File: src/rtl/cmp_pkg.sv
// cmp_pkg: compare op codes shared by the branch decoder and the compare queue
package cmp_pkg;
    localparam int CMP_OP_W = 4;
    localparam logic [CMP_OP_W-1:0] CMP_EQ  = 4'd0;
    localparam logic [CMP_OP_W-1:0] CMP_GT  = 4'd1;
    localparam logic [CMP_OP_W-1:0] CMP_LT  = 4'd2;
    localparam logic [CMP_OP_W-1:0] CMP_NE  = 4'd3;
    localparam logic [CMP_OP_W-1:0] CMP_GE  = 4'd4;
    localparam logic [CMP_OP_W-1:0] CMP_LE  = 4'd5;
    localparam logic [CMP_OP_W-1:0] CMP_EQZ = 4'd6;
    localparam logic [CMP_OP_W-1:0] CMP_GTZ = 4'd7;
    localparam logic [CMP_OP_W-1:0] CMP_LTZ = 4'd8;
    localparam logic [CMP_OP_W-1:0] CMP_NEZ = 4'd9;
    localparam logic [CMP_OP_W-1:0] CMP_GEZ = 4'd10;
    localparam logic [CMP_OP_W-1:0] CMP_LEZ = 4'd11;
endpackage

File: src/rtl/cmp_core.sv
// cmp_core: combinational branch compare; zero tests are always signed
module cmp_core
    import cmp_pkg::*;
#(
    parameter int WIDTH = 32
) (
    input  logic [WIDTH-1:0]    a,
    input  logic [WIDTH-1:0]    b,
    input  logic [CMP_OP_W-1:0] op,
    input  logic                sgn,
    output logic                taken,
    output logic                err
);
    logic eq, lt, gt, a_zero, a_neg;
    assign eq     = a == b;
    assign lt     = sgn ? ($signed(a) < $signed(b)) : (a < b);
    assign gt     = sgn ? ($signed(a) > $signed(b)) : (a > b);
    assign a_zero = a == '0;
    assign a_neg  = a[WIDTH-1];
    always_comb begin
        taken = 1'b0;
        err   = 1'b0;
        case (op)
            CMP_EQ:  taken = eq;
            CMP_GT:  taken = gt;
            CMP_LT:  taken = lt;
            CMP_NE:  taken = !eq;
            CMP_GE:  taken = !lt;
            CMP_LE:  taken = !gt;
            CMP_EQZ: taken = a_zero;
            CMP_GTZ: taken = !a_neg && !a_zero;
            CMP_LTZ: taken = a_neg;
            CMP_NEZ: taken = !a_zero;
            CMP_GEZ: taken = !a_neg;
            CMP_LEZ: taken = a_neg || a_zero;
            default: err = 1'b1;
        endcase
    end
endmodule

File: src/rtl/branch_cmp_queue.sv
// branch_cmp_queue: registered branch compare feeding a DEPTH-entry result FIFO
// with flush and a saturating taken counter
module branch_cmp_queue
    import cmp_pkg::*;
#(
    parameter int WIDTH = 32,
    parameter int DEPTH = 2,
    parameter int TAG_W = 5,
    parameter int CNT_W = 16
) (
    input  logic                clk,
    input  logic                reset_n,
    input  logic                in_valid,
    output logic                in_ready,
    input  logic [WIDTH-1:0]    in_a,
    input  logic [WIDTH-1:0]    in_b,
    input  logic [CMP_OP_W-1:0] in_op,
    input  logic                in_signed,
    input  logic [TAG_W-1:0]    in_tag,
    output logic                out_valid,
    input  logic                out_ready,
    output logic                out_taken,
    output logic                out_err,
    output logic [TAG_W-1:0]    out_tag,
    input  logic                flush,
    input  logic                cnt_clr,
    output logic [CNT_W-1:0]    taken_cnt
);
    localparam int AW = $clog2(DEPTH);
    localparam logic [AW:0] FULL = (AW+1)'(DEPTH);

    logic [AW-1:0]    wptr, rptr;
    logic [AW:0]      count;
    logic [DEPTH-1:0] taken_q, err_q;
    logic [TAG_W-1:0] tag_q [DEPTH];
    logic             c_taken, c_err, push, pop;

    cmp_core #(.WIDTH(WIDTH)) u_core (
        .a(in_a), .b(in_b), .op(in_op), .sgn(in_signed), .taken(c_taken), .err(c_err)
    );

    assign in_ready  = count < FULL;
    assign out_valid = count != '0;
    assign push      = in_valid && in_ready && !flush;
    assign pop       = out_valid && out_ready && !flush;
    assign out_taken = taken_q[rptr];
    assign out_err   = err_q[rptr];
    assign out_tag   = tag_q[rptr];

    always_ff @(posedge clk or negedge reset_n) begin
        if (!reset_n) begin
            wptr    <= '0;
            rptr    <= '0;
            count   <= '0;
            taken_q <= '0;
            err_q   <= '0;
            for (int i = 0; i < DEPTH; i++) tag_q[i] <= '0;
        end else if (flush) begin
            wptr  <= '0;
            rptr  <= '0;
            count <= '0;
        end else begin
            if (push) begin
                taken_q[wptr] <= c_taken;
                err_q[wptr]   <= c_err;
                tag_q[wptr]   <= in_tag;
                wptr          <= wptr + 1'b1;
            end
            if (pop) rptr <= rptr + 1'b1;
            count <= count + {{AW{1'b0}}, push} - {{AW{1'b0}}, pop};
        end
    end

    // illegal ops never count as taken even though their taken bit is already 0
    always_ff @(posedge clk or negedge reset_n) begin
        if (!reset_n) taken_cnt <= '0;
        else if (cnt_clr) taken_cnt <= '0;
        else if (pop && out_taken && !out_err && taken_cnt != '1) taken_cnt <= taken_cnt + 1'b1;
    end
endmodule

File: config.mk
export PLATFORM = sky130hd
export DESIGN_NAME = branch_cmp_queue
export DESIGN_NICKNAME = d
export VERILOG_FILES = /design/src/rtl/cmp_pkg.sv /design/src/rtl/cmp_core.sv /design/src/rtl/branch_cmp_queue.sv
export SDC_FILE = /design/constraint.sdc
export NUM_CORES = 1
export LEC_CHECK = 0
export CORE_ASPECT_RATIO = 0.5
export CORE_MARGIN = 4
export CORE_UTILIZATION = 30
export CTS_CLUSTER_SIZE = 40
export DETAILED_ROUTE_END_ITERATION = 8
export GPL_ROUTABILITY_DRIVEN = 0
export SYNTH_ARGS = -nofsm -noshare
export SYNTH_HDL_FRONTEND = slang
export SYNTH_HIERARCHICAL = 1
export SYNTH_SLANG_ARGS = --single-unit
File: constraint.sdc
create_clock -name clk -period 5.2 [get_ports clk]
set_clock_uncertainty 0.05 [all_clocks]
set_input_delay 1.3 -clock clk [delete_from_list [all_inputs] [get_ports clk]]
set_output_delay 1.3 -clock clk [all_outputs]
set_load 0.02 [all_outputs]
## After elaboration in Yosys (flattened, before gate mapping)

Index checks and enable logic that the tools add are counted.

| word-level totals | value |
|---|---|
| register bits | 34 |
| output and inout port bits | 25 |

| cells by class | value |
|---|---|
| add/sub/neg operators | 5 |
| order comparisons | 11 |
| eq/ne operators | 13 |
| mux-type cells | 25 |
| bitwise logic cells | 3 |
| reduce and logical (&&, ||, !) cells | 26 |

Operators with widths:

| operator | number |
|---|---|
| 32-bit greater-than comparator | 2 |
| 32-bit less-than comparator | 2 |
| 32-bit equality test | 1 |
| 32-bit zero test | 1 |
| 16-bit two-way mux | 2 |
| 5-bit two-way mux | 4 |
| 16-bit by 1-bit adder with 16-bit output, second input constant | 1 |
| 4-bit by 3-bit equality test with 1-bit output, second input constant | 4 |
| 4-bit equality test, second input constant | 4 |
| 16-bit != test, second input constant | 1 |
| 1-bit two-way mux | 12 |
| 1-bit one-hot mux with 12 select lines | 1 |
| 12-bit OR reduction | 1 |
| 10-bit bitwise mux | 1 |
| 1-bit logical AND | 10 |
| 4-bit by 2-bit equality test with 1-bit output, second input constant | 2 |
| 2-bit nonzero test | 4 |
| 1-bit zero test | 7 |
| 5-bit demux with 1-bit select | 1 |
| 2-bit bitwise mux | 2 |
| 4-bit by 1-bit equality test with 1-bit output, second input constant | 1 |
| 2-bit >= comparator, second input constant | 2 |
| 4-bit zero test | 1 |
| 1-bit by 2-bit less-than comparator with 1-bit output, second input constant | 2 |
| other kinds (12) | 14 |

## Depth between registers and ports, before layout

Gate-level depths: netlist of run 1.

| logic depth | value |
|---|---|
| depth in word-level cells | 8 |
| mapped depth | 10 |

## By module

Netlist of run 1, hierarchy kept.

By module, submodules not included:

| module | instances | cells an instance | area each (µm²) |
|---|---|---|---|
| branch_cmp_queue | 1 | 176 | 1885.6 |
| cmp_core | 1 | 153 | 1104.8 |

## Least setup slack after synthesis of run 1

No wires, ideal clock.

| timing | value |
|---|---|
| kind | input to register |
| from | input port in_b[26] |
| to | register taken_q[0] |
| library setup time | 0.125 ns |
| arrival time | 3.098 ns |
| path slack | 1.928 ns |
| stages | 10 |
| path buffers | 0 |
| cell sequence | inv_1 -> ha_1 -> nand4_2 -> nor4_4 -> and3_1 -> o22ai_1 -> a21oi_2 -> a211oi_1 -> a2111o_1 -> mux2_2 |

| on the way | value |
|---|---|
| cells in the longest elaborated chain, start to end | 5 |
| elaborated cells on any way between the ends | 12 |
| those cells by class | 4 x order compare; 1 x eq/ne; 4 x mux; 3 x reduce/logical |

RTL lines:

| what | RTL line | RTL |
|---|---|---|
| start, declared | branch_cmp_queue.sv:16 | `input logic [WIDTH-1:0] in_b,` |
| 32-bit greater-than comparator / 32-bit less-than comparator (equally long branches) | cmp_core.sv:17, cmp_core.sv:16 |  |
| 1-bit two-way mux (on tied branches) | cmp_core.sv:17, cmp_core.sv:16 |  |
| 1-bit zero test (on tied branches) | cmp_core.sv:29, cmp_core.sv:28 |  |
| 1-bit one-hot mux with 12 select lines (*) | cmp_core.sv:23 | `case (op)` |
| net c_taken | branch_cmp_queue.sv:36 | `logic c_taken, c_err, push, pop;` |
| 2-bit bitwise mux (*) | branch_cmp_queue.sv:64 | `taken_q[wptr] <= c_taken;` |
| end signal, assigned by index | branch_cmp_queue.sv:64 |  |
| end, declared | branch_cmp_queue.sv:34 | `logic [DEPTH-1:0] taken_q, err_q;` |

Mark *: on every way through the listed nets, which the timed path passes. The rest lies on a longest branch.
A chain may end at the register's enable or synchronous reset.

## Worst setup path after layout of run 1

| timing | value |
|---|---|
| from | input port in_a[31] |
| to | register taken_q[0] |

| on the way | value |
|---|---|
| cells in the longest elaborated chain, start to end | 5 |
| elaborated cells on any way between the ends | 17 |
| those cells by class | 4 x order compare; 1 x eq/ne; 4 x mux; 8 x reduce/logical |

RTL lines:

| what | RTL line | RTL |
|---|---|---|
| start, declared | branch_cmp_queue.sv:15 | `input logic [WIDTH-1:0] in_a,` |
| 32-bit greater-than comparator (tied with other cells) | cmp_core.sv:17 | `assign gt = sgn ? ($signed(a) > $signed(b)) : (a > b);` |
| 1-bit two-way mux (tied with other cells) | cmp_core.sv:17 |  |
| 1-bit zero test (tied with other cells) | cmp_core.sv:29 | `CMP_LE: taken = !gt;` |
| 1-bit one-hot mux with 12 select lines (*) | cmp_core.sv:23 |  |
| net c_taken | branch_cmp_queue.sv:36 |  |
| 2-bit bitwise mux (*) | branch_cmp_queue.sv:64 |  |

Marked as above.

==> impl_metrics.csv, run 1 <==
group,metric,value,unit
grt,grt_pass1_wl,12800,microns
logic_synthesis,yosys-top-cells-count,"inv_1, ha_1, dfrtp_1, mux2_2, nor2_1",
logic_synthesis,synth-simple-area-share,22.8,%
timing,max_freq,0.272,GHz
route,via_per_inst,4.70,
floorplan,io_pins,105,
timing,whs,450,ps
critical_path,crit_fanout,4,
logic_synthesis,synth_nets,444,
route,first_iter_violations,97,
floorplan,die-area,11700,sq um
clock_network,h-tree-depth,2,
logic_synthesis,netlist_area,2990,sq um
logic_synthesis,ys.flop_type,"dfrtp_1",
logic_synthesis,synthArstFlopShare,100,%
timing,min_period,3670,ps
final_layout,seqCellArea,851,sq um
logic_synthesis,synth_compound_area_share,11.6,%
logic_synthesis,synthDominantCellAreaShare,28.5,%
route,vias,2667,
floorplan,die_h,78.6,microns
final_layout,antennaDiodeCount,0,
final_layout,drive_gt1_share,12.0,%
worst_hold_path,hold_path_depth,1,
final_layout,syn_to_final_growth,43.2,%
grt,grt.overflow.total,0,
final_layout,final_cells,567,
worst_hold_path,timing.hold.worst_endpoint,"tag_q[4]",
logic_synthesis,yosysTopAreaCell,"dfrtp_1",
timing,slew_viol_final,0,
timing,period_share,70.7,%
critical_path,crit_type,"input port to flop",
floorplan,initial_core_util,31.2,%
power_and_ir_drop,peakVddDrop,116,uV
clock_network,cts-buffers-inserted,5,
timing,setup_tns,0,ps
timing,grt_setup_unrepaired,"false",
final_layout,fin_area,4280,sq um
critical_path,arrival,3790,ps
place,io_buffers,104,
worst_hold_path,worst_hold_path_type,"flop to flop",
logic_synthesis,ys_types,52,
final_layout,multi_input_area,1890,sq um
power_and_ir_drop,cellPowerDensity,237,nW/um^2
flow_run,cap_violations,0,
logic_synthesis,syn-instance-count,329,
worst_hold_path,min-delay-start,"tag_q[4]",
grt,grt_max_degree,35,
clock_network,cts_sinks,34,
route,routed_wl,7720,microns
timing,finalHoldViolCount,0,
timing,slew-limit-headroom,37.8,%
floorplan,die_w,149,microns
critical_path,ff2ff_setup_slack,2840,ps
logic_synthesis,ys_ff_latch,34,
status,status,"finished clean",
logic_synthesis,synth_most_common_cell,"inv_1",
final_layout,fill_cells,958,
critical_path,startpoint_type,"input port",
route,drc,0,
final_layout,fin_nets,546,
logic_synthesis,synth_top_family_by_area,"simple AND/OR/NAND/NOR gates",
clock_network,cts_tree,"built",
clock_network,cts_resized,0,
critical_path,required,5310,ps
logic_synthesis,synthAdderAreaFrac,14.6,%
power_and_ir_drop,power.leakage,1.83,nW
place,place_inst,559,
grt,track_usage,13.1,%
logic_synthesis,synth_xor_area_share,1.46,%
floorplan,coreArea,9570,sq um
logic_synthesis,synth_area_leaders,"dfrtp_1, ha_1, mux2_2",
route,routedWlPerCell,13.6,microns
floorplan,num_rows,25,
clock_network,path_clk_slew,60,ps
logic_synthesis,avgSynthCellArea,9.09,sq um
critical_path,reg2reg_depth,4,
clock_network,post_cts_buffers,0,
grt,grt_pass1_vias,2641,
place,place_area,4130,sq um
critical_path,r2r_start,"rptr",
timing,tightest_slew,931,ps
grt,grt_antenna_before_repair,0,
route,dr.pass1.iters,4,
logic_synthesis,synthMuxAreaShare,12.7,%
logic_synthesis,synth_edf_count,0,
timing,setup_viol,0,
route,ant_nets,0,
logic_synthesis,ys_seq_area_share,28.5,%
critical_path,endpoint_kind,"flop",
clock_network,ctsLongestPathBuffers,2,
critical_path,r2r-end,"taken_cnt[9]",
place,place_hpwl,6250,microns
clock_network,cts_hold_buf,0,
logic_synthesis,ys_warn_count,6,
clock_network,clk-insertion-delay-late,280,ps
power_and_ir_drop,p_total,0.00102,W
clock_network,root_buffer,"clkbuf_16",
==> registers in the layout (all words and copies together) (netlist names) <==
signal and count:
count 2, err_q 2, rptr 1, tag_q 10
taken_cnt 16, taken_q 2, wptr 1
==> cell type report <==
cell class                 instances  share of cell area (%)
multi-input combinational        240                    44.1
timing repair buffer             106                    24.7
sequential                        34                    19.9
tap                              135                    3.94
inverter                          44                    3.86
clock buffer                       6                    3.24
clock inverter                     2                   0.292
==> metrics by stage <==
stage | util, % | setup slack, ps
2_1_floorplan | - | 1930
3_3_place_gp | 43.2 | 1220
3_5_place_dp | 43.2 | 1230
4_1_cts | 44.7 | 1500
5_1_grt | 44.7 | 1340
6_report | 44.7 | 1530
==> worst max-delay path, cell delays in order <==
cell and delay (ps):
clkdlybuf4s50_1 500, ha_1 360, nand4_1 200, nor4_4 240, and3_1 250, o22ai_1 100, a21oi_2 140, a211oi_1 80
a2111o_1 360, mux2_2 270
==> kinds of logic (layout without fill, tap and decap cells) <==
family / Yosys count / count (layout)
DFF: 34 / 34
AOI/OAI and AO/OA: 51 / 51
buffers and inverters: 55 / 158
xor gates and xnor gates: 5 / 5
and+or+nand+nor: 115 / 115
adders and majority gates: 35 / 35
muxes: 34 / 34
==> metal layers <==
layer  up-vias  global-route usage [%]  part of all wire, %
met3         7                    2.25                  5.2
met5         -                       0                    0
met2        59                    20.5                   43
li1       1390                       -                    -
met4         0                    2.74                 0.89
met1      1211                    19.0                   51
==> cell usage in the layout (no fill, tap or decap), types with 4 or more instances in the layout <==
cell	synthesis	routed
inv_1	44	44
o21ai_0	6	6
mux2_1	4	4
nor4_1	15	15
nand2_1	16	16
a21oi_1	18	18
nor2_1	23	23
nor2b_1	13	13
ha_1	35	35
clkdlybuf4s50_1	0	104
dfrtp_1	34	34
clkbuf_16	0	5
a211oi_1	6	6
nand3_1	9	9
nand4_1	13	13
xnor2_1	4	4
mux2_2	28	28
or4_1	4	4
o211ai_1	4	4
==> how the worst max path moves through the flow <==
stage	slack [ps]	cells after the start	start	to
4_1_cts	1500	10	in_a[31]	taken_q[0]
3_5_place_dp	1230	10	in_a[31]	taken_q[0]
3_3_place_gp	1220	10	in_a[31]	taken_q[0]
6_report	1530	10	in_a[31]	taken_q[0]
5_1_grt	1340	10	in_a[31]	taken_q[0]
2_1_floorplan	1930	10	in_b[26]	taken_q[0]
==> power breakdown <==
part,switching (W),leakage [nW],internal [W]
clock network,0.000107,0.0729,0.000189
registers,0.0000336,0.446,0.000318
logic,0.000156,1.31,0.000212
No activity file was read; power rests on OpenSTA's default activity.
==> run 2, diff against run 1 <==
==> constraint.sdc (replaced) <==
create_clock -name clk -period 3.42 [get_ports clk]
set_clock_uncertainty 0.05 [all_clocks]
set_input_delay 0.855 -clock clk [delete_from_list [all_inputs] [get_ports clk]]
set_output_delay 0.855 -clock clk [all_outputs]
set_load 0.02 [all_outputs]
==> impl_metrics.csv, run 2 (synthesized netlist as in run 1, its figures left out) <==
group,metric,value,unit
critical_path,startpoint_type,"input port",
timing,setup_viol,0,
final_layout,drive_gt1_share,14.2,%
timing,min_period,3250,ps
timing,setup_tns,0,ps
critical_path,required,3530,ps
final_layout,top_regs,"taken_cnt: 16 flops, tag_q: 10 flops",
worst_hold_path,worst_hold_path_type,"flop to flop",
floorplan,die_w,149,microns
route,dr.pass1.iters,6,
timing,max_freq,0.307,GHz
clock_network,ctsLongestPathBuffers,2,
place,place_area,4210,sq um
clock_network,post_cts_buffers,0,
clock_network,path_clk_slew,60,ps
floorplan,die-area,11700,sq um
route,first_iter_violations,125,
clock_network,cts_resized,0,
final_layout,mostFrequentLayoutCells,"clkdlybuf4s50_1, inv_1, ha_1, dfrtp_1, mux2_2",
clock_network,root_buffer,"clkbuf_16",
final_layout,final_common_cell,"clkdlybuf4s50_1",
place,io_buffers,104,
place,place_hpwl,6210,microns
critical_path,crit_type,"input port to flop",
route,vias,2733,
timing,slew-limit-headroom,61.8,%
grt,grt_pass1_wl,12600,microns
final_layout,largest_register,"taken_cnt",
place,place_inst,570,
final_layout,antennaDiodeCount,0,
clock_network,h-tree-depth,2,
floorplan,initial_core_util,31.2,%
floorplan,num_rows,25,
power_and_ir_drop,power.leakage,1.89,nW
floorplan,coreArea,9570,sq um
critical_path,crit_chain,"clkdlybuf4s50_1 > inv_1 > ha_1 > nand4_2 > nor4_1 > and3_1 > o22ai_1 > a21oi_2 > a211oi_1 > a2111o_1 > mux2_2",
final_layout,largest_reg_flops,16,
clock_network,cts-buffers-inserted,5,
critical_path,critPathBufInv,2,
clock_network,cts_tree,"built",
clock_network,cts_sinks,34,
route,drc,0,
grt,track_usage,12.9,%
power_and_ir_drop,peakVddDrop,207,uV
power_and_ir_drop,cellPowerDensity,369,nW/um^2
grt,grt.overflow.total,0,
route,via_per_inst,4.73,
final_layout,fin_area,4380,sq um
critical_path,ff2ff_setup_slack,1090,ps
timing,tightest_slew,559,ps
timing,period_share,95.1,%
floorplan,die_h,78.6,microns
floorplan,io_pins,105,
final_layout,post-route-util,45.8,%
final_layout,syn_to_final_growth,46.6,%
final_layout,final_cells,578,
clock_network,cts_hold_buf,0,
critical_path,crit_fanout,3,
critical_path,critPathMaxStageDelay,450,ps
timing,finalHoldViolCount,0,
critical_path,slowest_stage,"clkdlybuf4s50_1",
grt,grt_antenna_before_repair,0,
timing,grt_setup_unrepaired,"false",
grt,grt_max_degree,35,
critical_path,cp_top_family,"simple AND/OR/NAND/NOR gates",
flow_run,cap_violations,0,
status,status,"finished clean",
grt,grt_pass1_vias,2619,
final_layout,fin_nets,557,
route,ant_nets,0,
timing,slew_viol_final,0,
clock_network,clk-insertion-delay-late,280,ps
power_and_ir_drop,p_total,0.00162,W
critical_path,endpoint_kind,"flop",
route,routed_wl,7790,microns
route,routedWlPerCell,13.5,microns
critical_path,arrival,3370,ps
[run 2: final timing paths]
check,start,endpoint,cells past startpoint
setup / recovery,in_b[14],taken_q[0],11
hold / removal,tag_q[2],tag_q[2],1
setup reg to reg,rptr,taken_cnt[9],4
hold reg to reg,tag_q[2],tag_q[2],1
max in group asynchronous,reset_n,tag_q[4],2
min in group asynchronous,reset_n,tag_q[2],2
[run 2: area by class of cell]
class                           instances  area (sq um)
Clock buffer                            5           125
Clock inverter                          3          45.0
Fill cell                             965          5190
Inverter                               44           165
Multi-Input combinational cell        240          1890
Sequential cell                        34           851
Tap cell                              135           169
Timing Repair Buffer                  117          1140
[run 2: stage by stage]
step | hold WS (ps) | setup WS, ps
2_1_floorplan | 425 | 593
3_3_place_gp | 433 | -108
3_5_place_dp | 441 | -129
4_1_cts | 456 | 162
5_1_grt | 464 | 68.9
6_report | 452 | 167
[run 2: per-layer routing]
metal  vias to the layer above  wire (microns)  global-route usage [%]
li1                       1423               -                       -
met1                      1242            3800                    17.5
met2                        63            3440                    21.3
met3                         5             478                    2.60
met4                         0              64                    3.01
met5                         -               0                       0
[run 2: power by group]
part	switching, W	internal, W	total (W)
clock network	0.000171	0.000343	0.000514
logic	0.000237	0.000333	0.000570
registers	0.0000505	0.000483	0.000533
==> run 3, diff against run 2 <==
==> constraint.sdc (replaced) <==
create_clock -name clk -period 3 [get_ports clk]
set_clock_uncertainty 0.05 [all_clocks]
set_input_delay 0.75 -clock clk [delete_from_list [all_inputs] [get_ports clk]]
set_output_delay 0.75 -clock clk [all_outputs]
set_load 0.02 [all_outputs]
==> impl_metrics.csv, run 3 (synthesized netlist as in run 1, its figures left out) <==
group,metric,value,unit
critical_path,crit_chain,"clkdlybuf4s50_1 > inv_1 > ha_4 > nand2_2 > o21ai_2 > a221oi_4 > o211ai_1 > o22ai_4 > nor4_2 > a2111o_1 > mux2_4",
clock_network,path_clk_slew,60,ps
clock_network,h-tree-depth,2,
place,place_inst,584,
grt,grt_pass1_vias,2894,
critical_path,r2r-end,"taken_cnt[13]",
critical_path,worstSetupEndpoint,"taken_q[0]",
clock_network,cts_tree,"built",
final_layout,antennaDiodeCount,0,
floorplan,die-area,11700,sq um
route,dr.pass1.iters,4,
power_and_ir_drop,peakVddDrop,260,uV
floorplan,die_w,149,microns
critical_path,cp_top_family,"compound AO/OA/AOI/OAI gates",
route,routedWlPerCell,14.8,microns
timing,period_share,96.4,%
critical_path,crit_start,"in_b[18]",
clock_network,cts-buffers-inserted,5,
floorplan,initial_core_util,31.2,%
grt,track_usage,14.2,%
critical_path,r2r_start,"rptr",
route,vias,2906,
route,top_layer,"met4",
timing,slew_viol_final,0,
floorplan,coreArea,9570,sq um
power_and_ir_drop,cellPowerDensity,407,nW/um^2
clock_network,root_buffer,"clkbuf_16",
critical_path,arrival,3000,ps
final_layout,mostFrequentLayoutCells,"clkdlybuf4s50_1, buf_4, dfrtp_1, ha_4",
timing,finalHoldViolCount,0,
critical_path,reg2reg_depth,4,
timing,min_period,2890,ps
worst_hold_path,worst_hold_path_type,"flop to flop",
critical_path,crit_type,"input port to flop",
final_layout,top_regs,"taken_cnt: 16 flops, tag_q: 10 flops",
clock_network,clk-insertion-delay-late,270,ps
route,drc,0,
floorplan,num_rows,25,
floorplan,io_pins,105,
critical_path,endpoint_kind,"flop",
timing,slew-limit-headroom,57.4,%
critical_path,crit_fanout,2,
final_layout,syn_to_final_growth,69.3,%
grt,grt_antenna_before_repair,0,
grt,grt_pass1_wl,13900,microns
critical_path,critPathBufInv,2,
route,via_per_inst,4.81,
clock_network,ctsLongestPathBuffers,2,
critical_path,startpoint_type,"input port",
final_layout,final_common_cell,"clkdlybuf4s50_1",
critical_path,critPathMaxStageDelay,470,ps
worst_hold_path,min-delay-start,"tag_q[6]",
critical_path,ff2ff_setup_slack,640,ps
final_layout,drive_gt1_share,40.1,%
place,pre_cts_ws,-413,ps
route,wl_met3,469,microns
floorplan,die_h,78.6,microns
status,status,"finished clean",
final_layout,fill_cells,869,
timing,max_freq,0.346,GHz
place,io_buffers,104,
critical_path,slowest_stage,"clkdlybuf4s50_1",
critical_path,required,3110,ps
timing,tightest_slew,624,ps
timing,setup_viol,0,
grt,grt_max_degree,35,
final_layout,fin_nets,583,
grt,grt.overflow.total,0,
route,ant_nets,0,
power_and_ir_drop,power.leakage,2.24,nW
route,wl_met2,4320,microns
clock_network,cts_sinks,34,
critical_path,cp.depth,11,
route,wl_met1,4100,microns
clock_network,cts_hold_buf,0,
final_layout,final_cells,604,
place,place_hpwl,6260,microns
final_layout,largest_reg_flops,16,
final_layout,largest_register,"taken_cnt",
flow_run,cap_violations,0,
route,routed_wl,8930,microns
timing,worst_slack,108,ps
route,first_iter_violations,117,
run 3: cell types whose count changed in the layout (fill, tap and decap cells not counted), sizes merged:
cell | before | now
clkdlybuf4s50 | 104 | 43
buf | 13 | 39
clkbuf | 5 | 27
dlygate4sd2 | 0 | 20
bufinv | 1 | 2
dlymetal6s2s | 0 | 17
clkinvlp | 2 | 0
clkdlybuf4s15 | 0 | 3
run 3: through the flow:
step	total power [W]	utilization (%)	instance area (sq um)	setup TNS, ps	hold WS, ps
4_1_cts	0.00203	50.5	4830	0	455
5_1_grt	0.00217	52.9	5060	-20.4	468
6_report	0.00206	52.9	5060	0	451
3_5_place_dp	0.00129	45.1	4320	-826	442
2_1_floorplan	0.000980	-	2990	0	404
3_3_place_gp	0.00128	45.1	4320	-821	432
run 3: final cells by class:
class / instances / area [sq um] / area share (%)
Multi-Input combinational cell: 240 / 2430 / 47.9
Clock inverter: 2 / 60.1 / 1.19
Timing Repair Buffer: 143 / 1250 / 24.8
Inverter: 44 / 165 / 3.26
Clock buffer: 6 / 139 / 2.74
Sequential cell: 34 / 851 / 16.8
Tap cell: 135 / 169 / 3.34
run 3: worst min path at each step:
stage,endpoint,slack (ps),cells after the start
detailed placement,tag_q[4],440,1
CTS,tag_q[4],450,1
global placement,tag_q[4],430,1
global route,tag_q[2],470,1
floorplan,count[0],400,0
finish,tag_q[6],450,1
run 3: power breakdown:
group          total (W)  switching, W  internal [W]
logic           0.000759      0.000328      0.000431
clock network   0.000692      0.000193      0.000499
registers       0.000608     0.0000583      0.000550
run 3: layer usage:
metal / GRT usage (%) / vias to the layer above
met5: 0 / -
met4: 2.56 / 0
met3: 2.88 / 5
met2: 24.5 / 74
met1: 18.7 / 1355
li1: - / 1472
run 3: repair_timing:
item	in CTS	in global routing
setup buffers	6	6
pin swaps	27	32
setup endpoints to repair	2	2
gates resized for setup	95	103
gates cloned	0	0
